File: src/rtl/featurize_pkg.sv
// Shared constants and width helpers for the featurize path.
package featurize_pkg;

  localparam int EPOCH_W        = 8;
  localparam int DEFAULT_WINDOW = 7;

  // Rolling-sum width that cannot overflow for a window of full-scale epochs.
  function automatic int sum_width(input int window, input int data_w);
    return data_w + $clog2(window);
  endfunction

endpackage

File: src/rtl/window_shift_reg.sv
// WINDOW x DATA_W epoch shift register; newest enters at the top, oldest leaves at index 0.
// Zero latency on taps; shift happens on the clock edge where shift=1.
module window_shift_reg
  import featurize_pkg::*;
#(
  parameter int WINDOW = DEFAULT_WINDOW,
  parameter int DATA_W = EPOCH_W
) (
  input  logic              clk,
  input  logic              reset,
  input  logic              clear,
  input  logic              shift,
  input  logic [DATA_W-1:0] din,
  output logic [DATA_W-1:0] evict,
  output logic [DATA_W-1:0] center_next
);

  logic [DATA_W-1:0] win [WINDOW];

  always_ff @(posedge clk) begin
    if (reset) begin
      for (int k = 0; k < WINDOW; k++) win[k] <= '0;
    end else if (clear) begin
      // A sample arriving with the flush becomes the first entry of the new window.
      for (int k = 0; k < WINDOW - 1; k++) win[k] <= '0;
      win[WINDOW-1] <= shift ? din : '0;
    end else if (shift) begin
      for (int k = 0; k < WINDOW - 1; k++) win[k] <= win[k+1];
      win[WINDOW-1] <= din;
    end
  end

  assign evict = win[0];
  // Entry that becomes win[WINDOW/2] after the next shift.
  assign center_next = win[WINDOW/2 + 1];

endmodule

File: src/rtl/epoch_window.sv
// Sliding-window sum and centre epoch; result registered one cycle after i_valid.
// Input has no backpressure: a window completing while the output is stalled is dropped and flagged in o_overrun.
module epoch_window
  import featurize_pkg::*;
#(
  parameter int WINDOW = DEFAULT_WINDOW,
  parameter int DATA_W = EPOCH_W,
  localparam int SUM_W = sum_width(WINDOW, DATA_W)
) (
  input  logic              clk,
  input  logic              reset,
  input  logic [DATA_W-1:0] i_data,
  input  logic              i_valid,
  input  logic              i_clear,
  output logic [SUM_W-1:0]  o_sum,
  output logic [DATA_W-1:0] o_center,
  output logic              o_valid,
  input  logic              i_ready,
  output logic              o_overrun
);

  localparam int FILL_W = $clog2(WINDOW + 1);
  localparam logic [FILL_W-1:0] FILL_MAX = FILL_W'(WINDOW);
  localparam logic [FILL_W-1:0] FILL_PRE = FILL_W'(WINDOW - 1);

  logic [SUM_W-1:0]  acc, acc_next;
  logic [FILL_W-1:0] fill, fill_next;
  logic [DATA_W-1:0] evict, evicted, center_next;
  logic              complete;

  window_shift_reg #(
    .WINDOW(WINDOW),
    .DATA_W(DATA_W)
  ) u_win (
    .clk        (clk),
    .reset      (reset),
    .clear      (i_clear),
    .shift      (i_valid),
    .din        (i_data),
    .evict      (evict),
    .center_next(center_next)
  );

  always_comb begin
    evicted   = (fill == FILL_MAX) ? evict : '0;
    acc_next  = acc;
    fill_next = fill;
    complete  = 1'b0;
    if (i_clear) begin
      acc_next  = i_valid ? SUM_W'(i_data) : '0;
      fill_next = i_valid ? FILL_W'(1) : '0;
    end else if (i_valid) begin
      // acc always contains evicted, so the subtraction never underflows.
      acc_next  = acc + SUM_W'(i_data) - SUM_W'(evicted);
      fill_next = (fill == FILL_MAX) ? fill : fill + 1'b1;
      complete  = (fill >= FILL_PRE);
    end
  end

  always_ff @(posedge clk) begin
    if (reset) begin
      acc       <= '0;
      fill      <= '0;
      o_sum     <= '0;
      o_center  <= '0;
      o_valid   <= 1'b0;
      o_overrun <= 1'b0;
    end else begin
      acc  <= acc_next;
      fill <= fill_next;
      if (i_clear) begin
        o_valid <= 1'b0;
      end else if (complete) begin
        if (!o_valid || i_ready) begin
          o_sum    <= acc_next;
          o_center <= center_next;
          o_valid  <= 1'b1;
        end else begin
          o_overrun <= 1'b1;
        end
      end else if (o_valid && i_ready) begin
        o_valid <= 1'b0;
      end
    end
  end

endmodule

File: config.mk
export PLATFORM = sky130hd
export DESIGN_NAME = epoch_window
export DESIGN_NICKNAME = d
export VERILOG_FILES = /design/src/rtl/featurize_pkg.sv /design/src/rtl/window_shift_reg.sv /design/src/rtl/epoch_window.sv
export SDC_FILE = /design/constraint.sdc
export NUM_CORES = 1
export LEC_CHECK = 0
export ABC_AREA = 1
export BUFFER_PORTS_ARGS = -buffer_cell sky130_fd_sc_hd__buf_2
export CAP_MARGIN = 20
export CORE_MARGIN = 2
export CORE_UTILIZATION = 54
export DETAILED_ROUTE_END_ITERATION = 6
export PLACE_DENSITY = 0.79
export SETUP_SLACK_MARGIN = 0.05
export SYNTH_ARGS = -nofsm -noshare
export SYNTH_HDL_FRONTEND = slang
export SYNTH_HIERARCHICAL = 1
export SYNTH_SLANG_ARGS = --single-unit
File: constraint.sdc
create_clock -name clk -period 2.7 [get_ports clk]
set_input_delay 0 -clock clk [delete_from_list [all_inputs] [get_ports clk]]
set_output_delay 0 -clock clk [all_outputs]
set_load 0.01 [all_outputs]
==> results of run 1 <==
-- synthesized netlist by cell type --
master / n / share of area [%]
a21oi_1: 43 / 4.7
a22oi_1: 1 / 0.16
a31oi_1: 2 / 0.27
buf_2: 3 / 0.33
buf_4: 4 / 0.65
buf_6: 6 / 1.5
clkbuf_1: 4 / 0.33
dfxtp_1: 43 / 19
edfxtp_1: 48 / 31
fa_1: 8 / 3.5
ha_1: 14 / 3.8
inv_1: 122 / 10
inv_2: 3 / 0.24
nand2_1: 103 / 8.4
nand2_4: 1 / 0.24
nand3_1: 27 / 2.9
nand3_4: 1 / 0.38
nand4_1: 10 / 1.4
nor2_1: 27 / 2.2
nor2_2: 40 / 5.4
nor3_4: 1 / 0.35
o21a_1: 5 / 0.82
o21ai_0: 5 / 0.54
o21ai_1: 8 / 0.87
or2_1: 1 / 0.14
or2_2: 2 / 0.27
xnor2_1: 2 / 0.38
xor2_1: 1 / 0.19
-- state kept, by name, indices dropped and copies added, names as in the netlist --
| name | count |
|---|---|
| acc | 11 |
| fill | 3 |
| o_center | 8 |
| o_overrun | 1 |
| o_sum | 11 |
| o_valid | 1 |
| u_win/win | 56 |
-- logic make-up (layout without fill, tap and decap cells) --
group / count (synthesis) / after routing / share of synthesized area (%)
buffers and inverters: 142 / 201 / 13.0
and+or+nand+nor: 213 / 213 / 21.7
DFF: 91 / 91 / 50.1
adders and majority gates: 22 / 22 / 7.29
xor gates and xnor gates: 3 / 3 / 0.572
AOI/OAI and AO/OA: 64 / 64 / 7.35
-- metal layers --
| layer | routed length, um | up-vias | GRT usage [%] |
|---|---|---|---|
| met5 | 0 | - | 0 |
| met4 | 404 | 0 | 10.7 |
| met3 | 757 | 35 | 5.72 |
| met2 | 5240 | 164 | 36.9 |
| met1 | 4200 | 1750 | 27.4 |
| li1 | - | 1769 | - |
-- power breakdown --
| group | internal, uW | switching (uW) | total (uW) |
|---|---|---|---|
| combinational | 250 | 374 | 624 |
| clock | 459 | 480 | 939 |
| sequential | 1500 | 17.7 | 1520 |
-- worst paths after layout --
check	from	end	slack [ns]	cells after the start
worst max-delay path	fill[1]$_SDFFE_PP0P_	o_sum[7]$_SDFFE_PP0P_	-0.05	17
worst min-delay path	reset	acc[10]$_SDFF_PP0_	0.10	2
worst max register to register	fill[1]$_SDFFE_PP0P_	o_sum[7]$_SDFFE_PP0P_	-0.05	17
worst min register to register	o_overrun$_SDFFE_PP0P_	o_overrun$_SDFFE_PP0P_	0.46	2
-- worst max-delay path, stage by stage (launching register included) --
cell	delay (ns)
dfxtp_2	0.35
ha_4	0.16
ha_4	0.17
buf_6	0.13
nand2_4	0.07
inv_2	0.04
fa_1	0.55
inv_2	0.05
ha_4	0.30
nand2_2	0.09
nor2_1	0.16
nand2_2	0.09
nand3_1	0.08
nand3_1	0.09
nand2_1	0.11
nand3_1	0.10
nand2_1	0.10
inv_1	0.04
-- final cells by class --
cell class / count / area [um^2] / area share (%)
well taps: 105 / 131 / 2.41
inverters: 125 / 469 / 8.60
clock buffers: 11 / 141 / 2.59
flip-flops and latches: 91 / 2300 / 42.2
repair buffers: 60 / 398 / 7.29
multi-input cells: 302 / 1950 / 35.8
clock inverters: 5 / 60.1 / 1.10
-- metrics by stage --
step / total power (uW) / setup slack (ns)
6_report: 3080 / -0.0512
5_1_grt: 3210 / -0.141
2_1_floorplan: 1870 / 0.0516
3_3_place_gp: 1980 / -0.153
4_1_cts: 2960 / 0.0412
3_5_place_dp: 1990 / -0.211
-- layout by cell type, fill, tap and decap left out, types with 3 or more instances in the layout --
master and instances:
nand4_1 10, nand2_4 3, inv_1 116, ha_1 5, ha_4 8, fa_1 7
a21oi_1 39, inv_2 9, dfxtp_1 42, a21oi_2 3, nand3_1 20, o21ai_0 4
nand2_1 84, o21a_1 5, nor2_1 24, nor2_2 42, nand2_2 17, edfxtp_1 48
clkbuf_8 10, buf_4 16, o21ai_1 8, buf_2 33, nand3_2 6, dlygate4sd3_1 9
-- timing repair --
item / in CTS / in global routing
endpoints found under the hold margin: 16 / 0
hold buffers: 9 / 0
setup endpoints to repair: 18 / 18
pin swaps: 3 / 23
setup buffers: 2 / 4
gates resized for setup: 13 / 53
==> metrics.txt, run 1 <==
status finished with violations; failing checks negative setup slack; unrepaired setup endpoints after global routing true; worst-path fanout max 6; average cell area after synthesis 8.59 um^2; CTS Buffer Depth 2; Power Density 565 nW/um^2; Core Area 8220 um^2; Lkg Pwr 0.00244 uW; worst-skew pair later-pin latency 0.36 ns; H-tree depth 3; Layout Cells excl Fill 699; ANT cells 0; Layout Skew 0.0182 ns; crit path DAT 3.02 ns; CP startpoint kind flip-flop; TritonCTS clock tree done; first-pass GRT wire length 15.4 mm; Total Routed Length 10.6 mm; Via-to-Cell Ratio 5.32; Die Y 96.3 um; initial antenna violation count 0; TritonCTS Buffers 9; Max Slew Vio Count 0; syn nets 570; fraction of layout cells with a size suffix above 1 28.1%; required time of the worst setup path 2.96 ns; maximum vdd drop 0.393 mV; vias 3718; fillers 621; Setup crit end kind flip-flop; post-DP HPWL 6.85 mm; cells after synthesis 535; total die area 9270 um^2; RD Place Congestion 0.983; endpoints failing setup 3; worst-margin pin slew 0.729 ns; Synthesis Warnings 6; clock-pin slew on the worst setup and hold paths 0.09 ns; FF+latch count, synth 91; 1st-iter DRT viols 246; Hold Path Class input port to flip-flop; synth unique cells 28; nets 624; final worst-path cycle share 102%; routed length per instance 15.2 um; register area share after synthesis 50.1%; clk root buf clkbuf_8; critical path class flip-flop to flip-flop; area grow syn2layout 18.7%; Final TNS setup -0.101 ns; Worst Hold Margin 0.103 ns; # IOs 34; final instance area 5460 um^2; PortBufs 33; DP Area 4860 um^2; vias in the first global route 3332; Max-cap violations 0; placed cells 668; Congestion Overflow GR 0; clk sink count 91; Mapped Area 4600 um^2; overall die width 96.3 um; post-route DRC violation count 0; Detailed Routing Iterations Pass 1 7; post-route ant nets 0; Final min period 2.75 ns; achievable clock frequency 363 MHz; GRT Total Usage 22.4%; Max-slew headroom 51.3%; Initial Util 56.0%; largest net degree at the start of global routing 41; worst setup margin -0.0512 ns; final core utilization 66.4%; Rows 33; Final Hold Vio Count 0
(Power assumes the default switching activity.)
==> run 2, diff against run 1 <==
- CORE_UTILIZATION: 54 -> 55
- PLACE_DENSITY: 0.79 -> 0.77
- clock period: 2.7 -> 3.14 ns (I/O delays scaled with it)
==> run 2 against run 1 <==
  * The run now ends clean
  * Clock skew is 0.0043 ns lower
  * Die area is 1.7% lower
  * Wire length is 11% lower
  * Register-to-register slack better by 0.34 ns
  * Sequential cell count stayed put
  * Hold slack better by 0.0025 ns
  * Core utilization is 4.1 points lower
==> metrics.txt, run 2 (synthesis results as in run 1) <==
status finished clean; Sw Share 26.7% (-1.6 points); Rows 33 (unchanged); Layout Skew 0.0140 ns (-0.00426 ns); 1st-iter DRT viols 161 (-35%); Max-slew headroom 52.6% (+1.3 points); clk root buf clkbuf_8; Final Hold Vio Count 0 (unchanged); first-pass GRT wire length 15.4 mm (+0.63%); fraction of layout cells with a size suffix above 1 17.7% (-10 points); Total Routed Length 9.47 mm (-11%); Lkg Pwr 0.00233 uW (-4.3%); dpl ws 0.149 ns (+0.361 ns); most frequent cells in the layout inv_1, nand2_1, edfxtp_1, a21oi_1, dfxtp_1; critical path class flip-flop to flip-flop; Via-to-Cell Ratio 5.12 (-3.7%); TritonCTS Buffers 9 (unchanged); Final min period 2.85 ns (+0.101 ns); final core utilization 62.4% (-4.1 points); Switching Power 680 uW (-22%); Layout Cells excl Fill 682 (-2.4%); required time of the worst setup path 3.40 ns (+0.44 ns); Hold Path Depth 2 (unchanged); Clk pwr share 34.3% (+3.8 points); unrepaired setup endpoints after global routing false; overall die width 95.4 um (-0.87%); post-route ant nets 0 (unchanged); CTS Buffer Depth 2 (unchanged); vias in the first global route 3347 (+0.45%); CP startpoint kind flip-flop; Congestion Overflow GR 0 (unchanged); achievable clock frequency 351 MHz (-3.5%); total die area 9110 um^2 (-1.7%); commonest non-fill, non-tap cell in the layout inv_1; crit path DAT 3.11 ns (+0.09 ns); post-DP HPWL 6.66 mm (-2.8%); Cell Int Power 1870 uW (-15%); postcts setup bufs 0 (-2); Gate power share 14.6% (-5.7 points); # IOs 34 (unchanged); area grow syn2layout 10.9%; routed length per instance 13.9 um (-8.4%); Initial Util 56.2% (+0.28 points); placed cells 657 (-1.6%); Die Y 95.4 um (-0.87%); nets 607 (-2.7%); H-tree depth 3 (unchanged); final worst-path cycle share 90.8% (-11 points); endpoints failing setup 0 (-3); Final TNS setup 0 ns (+0.101 ns); RD Place Congestion 0.916 (-6.9%); Flop pwr share 51.1% (+1.8 points); TritonCTS clock tree done; Regs by FF count u_win/win x56, acc x11, o_sum x11; GRT Total Usage 22.6% (+0.23 points); Setup crit end kind flip-flop; worst reg2reg path depth 17 (unchanged); post-route DRC violation count 0 (unchanged); initial antenna violation count 0 (unchanged); fillers 700 (+13%); Detailed Routing Iterations Pass 1 5 (-2); worst setup margin 0.288 ns (+0.339 ns); maximum vdd drop 0.299 mV (-24%); worst-margin pin slew 0.712 ns (-0.0175 ns); Hold Path Class input port to flip-flop; Max Slew Vio Count 0 (unchanged); clock-pin slew on the worst setup and hold paths 0.09 ns (about the same); most flop-heavy register u_win/win; worst-skew pair later-pin latency 0.36 ns (about the same); clk sink count 91 (unchanged); max FFs per register 56 (unchanged); largest net degree at the start of global routing 41 (unchanged); Max-cap violations 0 (unchanged); PortBufs 33 (unchanged); worst-path fanout max 9 (+3); Core Area 8180 um^2 (-0.50%); Power Density 501 nW/um^2 (-11%); ANT cells 0 (unchanged); vias 3494 (-6.0%)
-- run 2: changes by cell type in the layout (fill, tap and decap cells not counted), sizes merged --
cell	delta
inv	+1
clkinv	+1
buf	-17
bufinv	+1
clkinvlp	-1
clkbuf	-2
-- run 2: per-stage QoR --
stage               total power, uW  instance area (um^2)  hold WS [ns]
floorplan                      1600                  4600         0.170
global placement               1680                  4770         0.298
detailed placement             1690                  4770         0.301
CTS                            2560                  5080        0.0852
global route                   2680                  5100         0.118
finish                         2550                  5100         0.105
-- run 2: power by group through the flow --
stage / Combinational (uW) / Sequential (uW) / Clock (uW)
final: 373 / 1300 / 874
after global routing: 431 / 1310 / 941
after CTS: 366 / 1300 / 892
after detailed placement: 354 / 1330 / 0
after global placement: 345 / 1330 / 0
after floorplan: 278 / 1330 / 0
-- run 2: worst paths after layout --
| kind | to | from | slack [ns] |
|---|---|---|---|
| worst max-delay path | o_sum[7]$_SDFFE_PP0P_ | fill[0]$_SDFFE_PP0P_ | 0.29 |
| worst min-delay path | acc[10]$_SDFF_PP0_ | reset | 0.11 |
| worst max register to register | o_sum[7]$_SDFFE_PP0P_ | fill[0]$_SDFFE_PP0P_ | 0.29 |
| worst min register to register | o_overrun$_SDFFE_PP0P_ | o_overrun$_SDFFE_PP0P_ | 0.46 |
-- run 2: what timing repair did --
action                                 CTS  global route
endpoints found under the hold margin   12             0
setup endpoints to repair                0             9
gates resized for setup                  0             4
hold buffers                             9             0
-- run 2: metal layers --
layer	part of all wire, %	vias to the layer above	GRT usage [%]
met1	42	1651	28.0
met2	50	94	38.6
li1	-	1729	-
met5	0	-	0
met4	2.5	0	9.64
met3	5.3	20	4.51
-- run 2: worst max-delay path, stage by stage, from the launching register on --
cell,delay (ns)
dfxtp_1,0.34
ha_1,0.20
ha_2,0.22
nand2_1,0.08
inv_1,0.05
fa_1,0.47
inv_1,0.04
ha_1,0.38
nand2_1,0.14
nand3_1,0.16
nand2_1,0.13
nand2_1,0.06
nand2_1,0.07
nand3_1,0.11
nand2_1,0.13
nand3_1,0.07
nand2_1,0.08
inv_1,0.03
-- run 2: final cells by class --
cell class / instances / area, um^2 / share of cell area, %
sequential: 91 / 2300 / 45.2
clock inverter: 7 / 96.3 / 1.89
tap: 105 / 131 / 2.58
clock buffer: 9 / 124 / 2.43
inverter: 125 / 469 / 9.20
multi-input combinational: 302 / 1710 / 33.6
timing repair buffer: 43 / 263 / 5.15
